--- src/rtl/pipe_ctrl_seq.sv ---
// N-stage control-word pipeline for RNBIP-2: carries opcode/ctrl per instruction,
// resolves conditionals at RES_STAGE, flushes younger entries on a taken PC load, stalls on load-use.
module pipe_ctrl_seq #(
    parameter int unsigned OW        = 8,
    parameter int unsigned CW        = 18,
    parameter int unsigned STAGES    = 3,
    parameter int unsigned RES_STAGE = 1,
    parameter int unsigned RD_BIT    = 17,
    parameter int unsigned RN_BIT    = 14,
    parameter int unsigned PC_BIT    = 10
) (
    input  logic                 clk,
    input  logic                 rst,
    input  logic                 in_valid,
    output logic                 in_ready,
    input  logic [OW-1:0]        in_opcode,
    input  logic [CW-1:0]        in_ctrl,
    input  logic                 in_cond,
    input  logic                 in_uses_rn,
    input  logic                 flag_in,
    output logic [STAGES-1:0]    stage_valid,
    output logic [STAGES*OW-1:0] stage_opcode,
    output logic [STAGES*CW-1:0] stage_ctrl,
    output logic                 flush,
    output logic                 stall,
    output logic [15:0]          squash_count
);

    logic [STAGES-1:0] r_valid;
    logic [STAGES-1:0] r_cond;
    logic [OW-1:0]     r_opcode [STAGES];
    logic [CW-1:0]     r_ctrl   [STAGES];

    logic          w_squash;
    logic [CW-1:0] w_eff_ctrl;
    logic          w_accept;

    // Conditional resolution and hazard/accept decisions are purely combinational.
    always_comb begin
        w_squash   = r_valid[RES_STAGE] && r_cond[RES_STAGE] && !flag_in;
        w_eff_ctrl = w_squash ? '0 : r_ctrl[RES_STAGE];
        flush      = !rst && r_valid[RES_STAGE] && w_eff_ctrl[PC_BIT];
        stall      = !rst && r_valid[0] && r_ctrl[0][RD_BIT] && r_ctrl[0][RN_BIT]
                     && in_valid && in_uses_rn && !flush;
        in_ready   = !rst && !stall && !flush;
        w_accept   = in_valid && in_ready;
    end

    // Invalid stages present all-zero opcode/ctrl; RES_STAGE shows the resolved word.
    always_comb begin
        stage_valid  = '0;
        stage_opcode = '0;
        stage_ctrl   = '0;
        for (int unsigned i = 0; i < STAGES; i++) begin
            stage_valid[i] = r_valid[i];
            if (r_valid[i]) begin
                stage_opcode[i*OW +: OW] = r_opcode[i];
                stage_ctrl[i*CW +: CW]   = (i == RES_STAGE) ? w_eff_ctrl : r_ctrl[i];
            end
        end
    end

    always_ff @(posedge clk) begin
        if (rst) begin
            r_valid      <= '0;
            r_cond       <= '0;
            squash_count <= '0;
            for (int unsigned i = 0; i < STAGES; i++) begin
                r_opcode[i] <= '0;
                r_ctrl[i]   <= '0;
            end
        end else begin
            if (w_accept) begin
                r_valid[0]  <= 1'b1;
                r_opcode[0] <= in_opcode;
                r_ctrl[0]   <= in_ctrl;
                r_cond[0]   <= in_cond;
            end else begin
                r_valid[0]  <= 1'b0;
                r_opcode[0] <= '0;
                r_ctrl[0]   <= '0;
                r_cond[0]   <= 1'b0;
            end
            // Entries younger than the taken PC load are dropped while advancing.
            for (int unsigned i = 1; i < STAGES; i++) begin
                if (flush && i <= RES_STAGE) begin
                    r_valid[i]  <= 1'b0;
                    r_opcode[i] <= '0;
                    r_ctrl[i]   <= '0;
                    r_cond[i]   <= 1'b0;
                end else if (i - 1 == RES_STAGE) begin
                    r_valid[i]  <= r_valid[i-1];
                    r_opcode[i] <= r_opcode[i-1];
                    r_ctrl[i]   <= w_eff_ctrl;
                    r_cond[i]   <= 1'b0;
                end else begin
                    r_valid[i]  <= r_valid[i-1];
                    r_opcode[i] <= r_opcode[i-1];
                    r_ctrl[i]   <= r_ctrl[i-1];
                    r_cond[i]   <= r_cond[i-1];
                end
            end
            if (w_squash && squash_count != 16'hFFFF)
                squash_count <= squash_count + 16'd1;
        end
    end

endmodule

--- config.mk ---
export PLATFORM = sky130hd
export DESIGN_NAME = pipe_ctrl_seq
export DESIGN_NICKNAME = d
export VERILOG_FILES = /design/src/rtl/pipe_ctrl_seq.sv
export SDC_FILE = /design/constraint.sdc
export NUM_CORES = 1
export LEC_CHECK = 0
export BUFFER_PORTS_ARGS = -buffer_cell sky130_fd_sc_hd__buf_2
export CAP_MARGIN = 40
export CORE_ASPECT_RATIO = 2
export CORE_MARGIN = 2
export CORE_UTILIZATION = 52
export CTS_BUF_LIST = sky130_fd_sc_hd__clkbuf_16
export DETAILED_ROUTE_END_ITERATION = 16
export HOLD_SLACK_MARGIN = 0.03
export PLACE_DENSITY = 0.81
export SETUP_SLACK_MARGIN = 0.3
export SLEW_MARGIN = 20
export SYNTH_ARGS = -nofsm -noshare
export SYNTH_HDL_FRONTEND = slang
export SYNTH_SLANG_ARGS = --single-unit
--- constraint.sdc ---
create_clock -name clk -period 1.84 [get_ports clk]
set_clock_uncertainty 0.1 [all_clocks]
set_input_delay 0.092 -clock clk [delete_from_list [all_inputs] [get_ports clk]]
set_output_delay 0.092 -clock clk [all_outputs]
set_load 0.02 [all_outputs]
==> results of run 1 <==
[routing by layer]
metal | share of wire | wire [microns]
met1 | 0.34 | 4250
met2 | 0.59 | 7260
met3 | 0.043 | 530
met5 | 0 | 0
met4 | 0.025 | 310
[repair_timing]
| item | in CTS | in global routing |
|---|---|---|
| gates resized for setup | 79 | 35 |
| setup buffers | 23 | 12 |
| endpoints found under the hold margin | 27 | 0 |
| setup endpoints to repair | 77 | 78 |
| pin swaps | 13 | 11 |
| cloned | 1 | 0 |
| hold buffers | 27 | 0 |
[cell usage in the layout (no fill, tap or decap), types with 4 or more instances in the layout]
master / count
a21oi_1: 4
and2_1: 132
and3_4: 20
buf_12: 4
buf_2: 110
buf_4: 30
buf_6: 29
clkbuf_16: 9
conb_1: 78
dfxtp_2: 5
dfxtp_4: 13
dlygate4sd3_1: 27
edfxtp_1: 78
mux2_4: 7
nand4_1: 5
nor2_1: 10
nor2b_1: 17
[path summary, 6_finish.rpt]
kind / start / to / cells after the start
setup / recovery: squash_count[8] / squash_count[14] / 5
hold / removal: rst / stage_valid[2] / 2
setup reg to reg: squash_count[8] / squash_count[14] / 5
hold reg to reg: r_cond[0] / r_cond[1] / 1
[report_power, final]
part | internal, mW | switching, mW | leakage (nW)
clock | 1.19 | 0.804 | 0.152
sequential | 2.52 | 0.0463 | 0.979
combinational | 0.201 | 0.232 | 1.98
total | 3.90 | 1.08 | 3.11
[cell families after synthesis]
logic type,share of synthesized area
and+or+nand+nor,0.302
adders and majority gates,0.00279
other,0.000837
AOI/OAI and AO/OA,0.0282
muxes,0.0249
buffers and inverters,0.0243
DFF,0.617
[final cells by class]
cell class,count,area [sq um],share of cell area
flip-flops and latches,99,2820,0.403
multi-input cells,329,2250,0.322
repair buffers,202,1480,0.211
clock buffers,9,225,0.0322
well taps,98,123,0.0176
clock inverters,6,90.1,0.0129
inverters,2,7.51,0.00107
[worst register-to-register path, cell delays in order (launching register included)]
cell and delay, ns:
dfxtp_4 0.36, buf_4 0.11, and3_4 0.19, nand4_1 0.12
nor4_2 0.34, mux2_2 0.38
[synth_stat cells]
library cell / count
mux2_2: 9
and3_1: 20
clkbuf_4: 1
or3_1: 1
a31oi_1: 3
and2_1: 134
edfxtp_1: 78
nand2_1: 5
nand3b_1: 1
nand3_1: 5
buf_4: 1
nor2b_1: 19
and2_0: 1
or4_1: 3
a41oi_1: 1
nor3_1: 2
nand4_4: 1
nand4_1: 5
mux2i_1: 1
nor4_1: 3
conb_1: 1
dfxtp_1: 21
a311oi_1: 1
clkbuf_2: 1
o21ai_0: 3
buf_2: 2
nor2_1: 13
a21oi_1: 6
a211oi_1: 4
nand2b_1: 3
and4_4: 1
and2_2: 2
ha_1: 1
and3b_1: 1
o31ai_1: 2
clkbuf_1: 19
inv_1: 2
[state kept, by name, summed over array words and instances (netlist names)]
| signal | cells |
|---|---|
| r_cond | 2 |
| r_ctrl | 54 |
| r_opcode | 24 |
| squash_count | 16 |
| stage_valid | 3 |
[through the flow]
stage          std cells  power (mW)  hold slack, ns   util  area, sq um
3_5_place_dp         667        2.92           0.207  0.675         5640
3_3_place_gp         667        2.90           0.202  0.675         5640
5_1_grt              745        5.13           0.133  0.836         6980
2_1_floorplan        454        2.81           0.114      -         4940
4_1_cts              733        4.95          0.0367  0.807         6740
6_report             745        4.99           0.126  0.836         6980
==> summary.txt, run 1 <==
GRT
  – Remaining Overflow, GRT: 0
  – Grt met3 use: 0.0402
  – Largest net degree at the start of global routing: 29
  – Gr usage total: 0.244
  – Initial antenna violation count: 0
  – GRT busiest layer: met2
  – First-pass GRT wire length: 17.7 mm
  – M1 GR Usage: 0.235
  – Met2 usage: 0.493
  – Vias in the first global route: 3,654

Worst setup path
  – Crit path max-delay family: simple AND/OR/NAND/NOR gates
  – Worst Path Max Fanout: 3
  – Startpoint types: flop
  – Arr. time, crit path: 1.84 ns
  – Slowest stage delay, CP: 0.38 ns
  – Worst R2R Setup Slack: 0.12 ns
  – Cell Chain, Critical Path: buf_4 > and3_4 > nand4_1 > nor4_2 > mux2_2
  – CP bufs+invs: 1
  – Crit-path slowest cell: mux2_2
  – CP Capture Type: flop
  – Worst EP required: 1.96 ns
  – WS Path Type: reg2reg

Timing
  – FMAX: 581 MHz
  – Fin. max-slew vios: 0
  – Setup slack after layout: 0.119 ns
  – Tightest Pin Transition: 0.520 ns
  – Hold Violations, Final: 0
  – Final Setup Violations: 0
  – Setup TNS: 0 ns
  – Tmin final: 1.72 ns
  – Slew HR: 0.653
  – Fin crit share: 0.936
  – Unrepaired setup endpoints after global routing: yes

Detailed routing
  – Post-route antenna net violation count: 0
  – WL/cell: 16.6 microns
  – DRC: 0
  – Number of vias per cell: 4.91
  – Final wirelength: 12.3 mm
  – Vias: 3,655
  – TritonRoute pass-1 iters: 5
  – DRT iter0 DRCs: 146

Placement
  – GPL Wtd Cong: 0.913
  – Detailed Place HPWL: 6.74 mm
  – Setup WS pre-CTS: 0.142 ns
  – IO buf count: 131

Synthesis
  – Post-synthesis sequential area ratio: 0.617
  – Synth Cell Area: 0.00448 sq mm
  – Synth Register Bits: 99
  – Yosys cell types: 37
  – Dominant cells by area after synthesis: edfxtp_1, and2_1, dfxtp_1
  – Mean Syn Cell Area: 11.9 sq um
  – Synth top area share: 0.523
  – Dominant cell type by area after synthesis: edfxtp_1
  – Yosys warning count: 0
  – Cells after Synth: 377

Floorplan
  – Die area: 0.00942 sq mm
  – Die width: 69.6 microns
  – IO Pins: 132
  – Starting density of the core: 0.536
  – Rows: 47
  – Die H: 135 microns
  – Core Footprint: 0.00835 sq mm

Layout
  – Number of antenna repair diodes: 0
  – Fill cells: 450
  – Fin nets: 676
  – Layout cells sized above 1: 0.416
  – Layout area overhead: 56.0%

Clocking
  – TritonCTS buffer count: 9
  – CTS Buffer Depth: 2
  – Clk sink count: 99
  – CTS tree: done
  – Skew-Pair Late Insertion Delay: 0.34 ns
  – Clock slew at reported path FFs: 0.06 ns
  – Root Driver: clkbuf_16
  – H-tree levels: 3

Power
  – Worst vdd ir: 0.000659 V
  – P per Cell Area: 714 mW/mm^2
  – Leakage: 3.11 nW

Worst hold path
  – Min-Delay Path Class: in2reg

Flow run
  – Max Cap Violations: 0

Outcome
  – Status: finished, final reports clean
Note: power is estimated with default switching activity, not from simulation.
==> run 2: changes to the inputs <==
Settings changed: GPL_TIMING_DRIVEN set to 0.
==> summary.txt, run 2 (synthesis results as in run 1) <==
Timing
  – Setup TNS: -0.00742 ns (-0.00742 ns)
  – Min Hold Slack: 0.203 ns (+0.0769 ns)
  – Fin crit share: 1.00 (+0.0684)
  – Tightest Pin Transition: 0.766 ns (+0.246 ns)
  – Tmin final: 1.85 ns (+0.126 ns)
  – Setup slack after layout: -0.00742 ns (-0.126 ns)
  – Hold Violations, Final: 0 (unchanged)
  – Slew HR: 0.489 (-0.164)
  – Unrepaired setup endpoints after global routing: yes
  – Final Setup Violations: 1 (+1)
  – FMAX: 541 MHz (-6.8%)
  – Fin. max-slew vios: 0 (unchanged)

Layout
  – Number of antenna repair diodes: 0 (unchanged)
  – Biggest regs: r_ctrl: 54 flops, r_opcode: 24 flops, squash_count: 16 flops
  – Multi-input logic area: 0.00229 sq mm (+1.9%)
  – Top reg by flops: r_ctrl
  – Commonest non-fill, non-tap cell in the layout: and2_1
  – Most frequent cells in the layout: and2_1, buf_2, edfxtp_1, conb_1, buf_4
  – Layout area overhead: 63.6%
  – Cell area after layout: 0.00733 sq mm (+4.9%)
  – FF/Latch Area: 0.00283 sq mm (+0.36%)
  – Fill cells: 367 (-18%)
  – Final core occ: 0.877 (+0.0411)
  – Layout cells sized above 1: 0.454 (+0.0385)
  – Fin nets: 706 (+4.4%)
  – Max reg flops: 54 (unchanged)

Floorplan
  – Core Footprint: 0.00835 sq mm (unchanged)
  – Starting density of the core: 0.536 (unchanged)
  – Die H: 135 microns (unchanged)
  – Rows: 47 (unchanged)
  – Die area: 0.00942 sq mm (unchanged)
  – Die width: 69.6 microns (unchanged)
  – IO Pins: 132 (unchanged)

Worst setup path
  – Cell Chain, Critical Path: nand3b_1 > a31oi_4 > clkbuf_8 > buf_8 > and2_4 > buf_6
  – Crit-path slowest cell: dfxtp_4
  – Slowest stage delay, CP: 0.38 ns (about the same)
  – CP Capture Type: primary output
  – Arr. time, crit path: 1.66 ns (-0.18 ns)
  – Startpoint types: flop
  – Worst EP required: 1.65 ns (-0.31 ns)
  – WS Path Type: reg2out
  – Reg2Reg Depth: 7 (+2)
  – Worst Path Max Fanout: 4 (+1)

Detailed routing
  – WL/cell: 20.2 microns (+22%)
  – Number of vias per cell: 5.20 (+5.9%)
  – DRT iter0 DRCs: 248 (+70%)
  – Vias: 4,033 (+10%)
  – Final wirelength: 15.7 mm (+27%)
  – TritonRoute pass-1 iters: 4 (-1)
  – Post-route antenna net violation count: 0 (unchanged)
  – DRC: 0 (unchanged)

GRT
  – Largest net degree at the start of global routing: 18 (-38%)
  – First-pass GRT wire length: 20.7 mm (+17%)
  – Gr usage total: 0.291 (+0.0470)
  – Vias in the first global route: 4,090 (+12%)
  – Remaining Overflow, GRT: 0 (unchanged)
  – Initial antenna violation count: 0 (unchanged)

Power
  – Sw Ratio: 0.239 (+0.0221)
  – Pwr Total: 5.00 mW (+0.32%)
  – Worst vdd ir: 0.000876 V (+33%)
  – Part of the power in registers: 0.514 (about the same)
  – Logic pwr share: 0.100 (+0.013)
  – P per Cell Area: 683 mW/mm^2 (-4.4%)
  – Switching power: 1.20 mW (+11%)
  – Leakage: 3.31 nW (+6.2%)
  – Pint: 3.81 mW (-2.5%)
  – Clock Power Share: 0.386 (-0.013)

Clocking
  – Skew-Pair Late Insertion Delay: 0.35 ns (about the same)
  – CTS Buffer Depth: 2 (unchanged)
  – H-tree levels: 3 (unchanged)
  – TritonCTS buffer count: 9 (unchanged)
  – Root Driver: clkbuf_16
  – Clk sink count: 99 (unchanged)
  – CTS tree: done
  – Clock slew at reported path FFs: 0.07 ns (about the same)

Worst hold path
  – Hold Path Stages: 4 (+2)
  – Min-Delay Path Class: in2reg

Placement
  – DP Area: 0.00572 sq mm (+1.6%)
  – Detailed Place HPWL: 7.60 mm (+13%)
  – GPL Wtd Cong: 0.887 (-2.8%)
  – IO buf count: 131 (unchanged)

Outcome
  – Failing checks: setup timing
  – Status: finished, violations left

Flow run
  – Max Cap Violations: 0 (unchanged)
## run 2: changes by cell type in the layout (fill, tap and decap cells not counted), sizes merged
cell,before,now
clkinvlp,1,3
inv,3,4
clkinv,2,1
buf,174,186
clkbuf,10,28
bufinv,2,1
## run 2: path summary, 6_finish.rpt
check	startpoint	end	slack, ns
hold / removal	in_valid	stage_valid[0]	0.20
hold reg to reg	r_cond[0]	r_cond[1]	0.36
setup / recovery	stage_valid[1]	in_ready	-0.007
setup reg to reg	stage_valid[1]	r_opcode[0][6]	0.02
## run 2: metal layers
layer	wire length, microns	vias to the layer above	part of all wire	global-route usage
met1	4810	1972	0.31	0.261
met4	830	0	0.053	0.157
met3	848	52	0.054	0.0484
li1	-	1811	-	-
met5	0	-	0	0
met2	9200	198	0.59	0.592
## run 2: what timing repair did
action / in CTS / in global routing
hold buffers: 27 / 0
buffers inserted: 27 / 17
cloned: 3 / 3
endpoints found under the setup margin: 127 / 121
pin swaps: 21 / 16
endpoints found under the hold margin: 27 / 0
resized for setup: 117 / 56
## run 2: final cells by class
cell class	count	area share
Buffer	24	0.0350
Clock buffer	9	0.0307
Clock inverter	7	0.0101
Inverter	2	0.00102
Multi-Input combinational cell	329	0.312
Sequential cell	99	0.386
Tap cell	98	0.0167
Timing Repair Buffer	208	0.208
## run 2: power groups by stage
stage | sequential [mW] | clock, mW | combinational [mW]
5_1_grt | 2.58 | 2.00 | 0.532
6_report | 2.57 | 1.93 | 0.501
4_1_cts | 2.56 | 1.90 | 0.424
2_1_floorplan | 2.60 | 0 | 0.211
3_3_place_gp | 2.60 | 0 | 0.316
3_5_place_dp | 2.61 | 0 | 0.325
## run 2: per-stage QoR
| stage | setup slack [ns] | cells |
|---|---|---|
| 2_1_floorplan | 0.236 | 454 |
| 3_3_place_gp | -0.121 | 683 |
| 3_5_place_dp | -0.153 | 683 |
| 4_1_cts | 0.0953 | 756 |
| 5_1_grt | -0.0308 | 776 |
| 6_report | -0.00742 | 776 |
## run 2: critical path: cells and delay by family (launching register included)
kind | cells | cell delay (ns)
simple gates | 2 | 0.30
flops | 1 | 0.38
compound gates | 1 | 0.24
buf+inv | 3 | 0.38
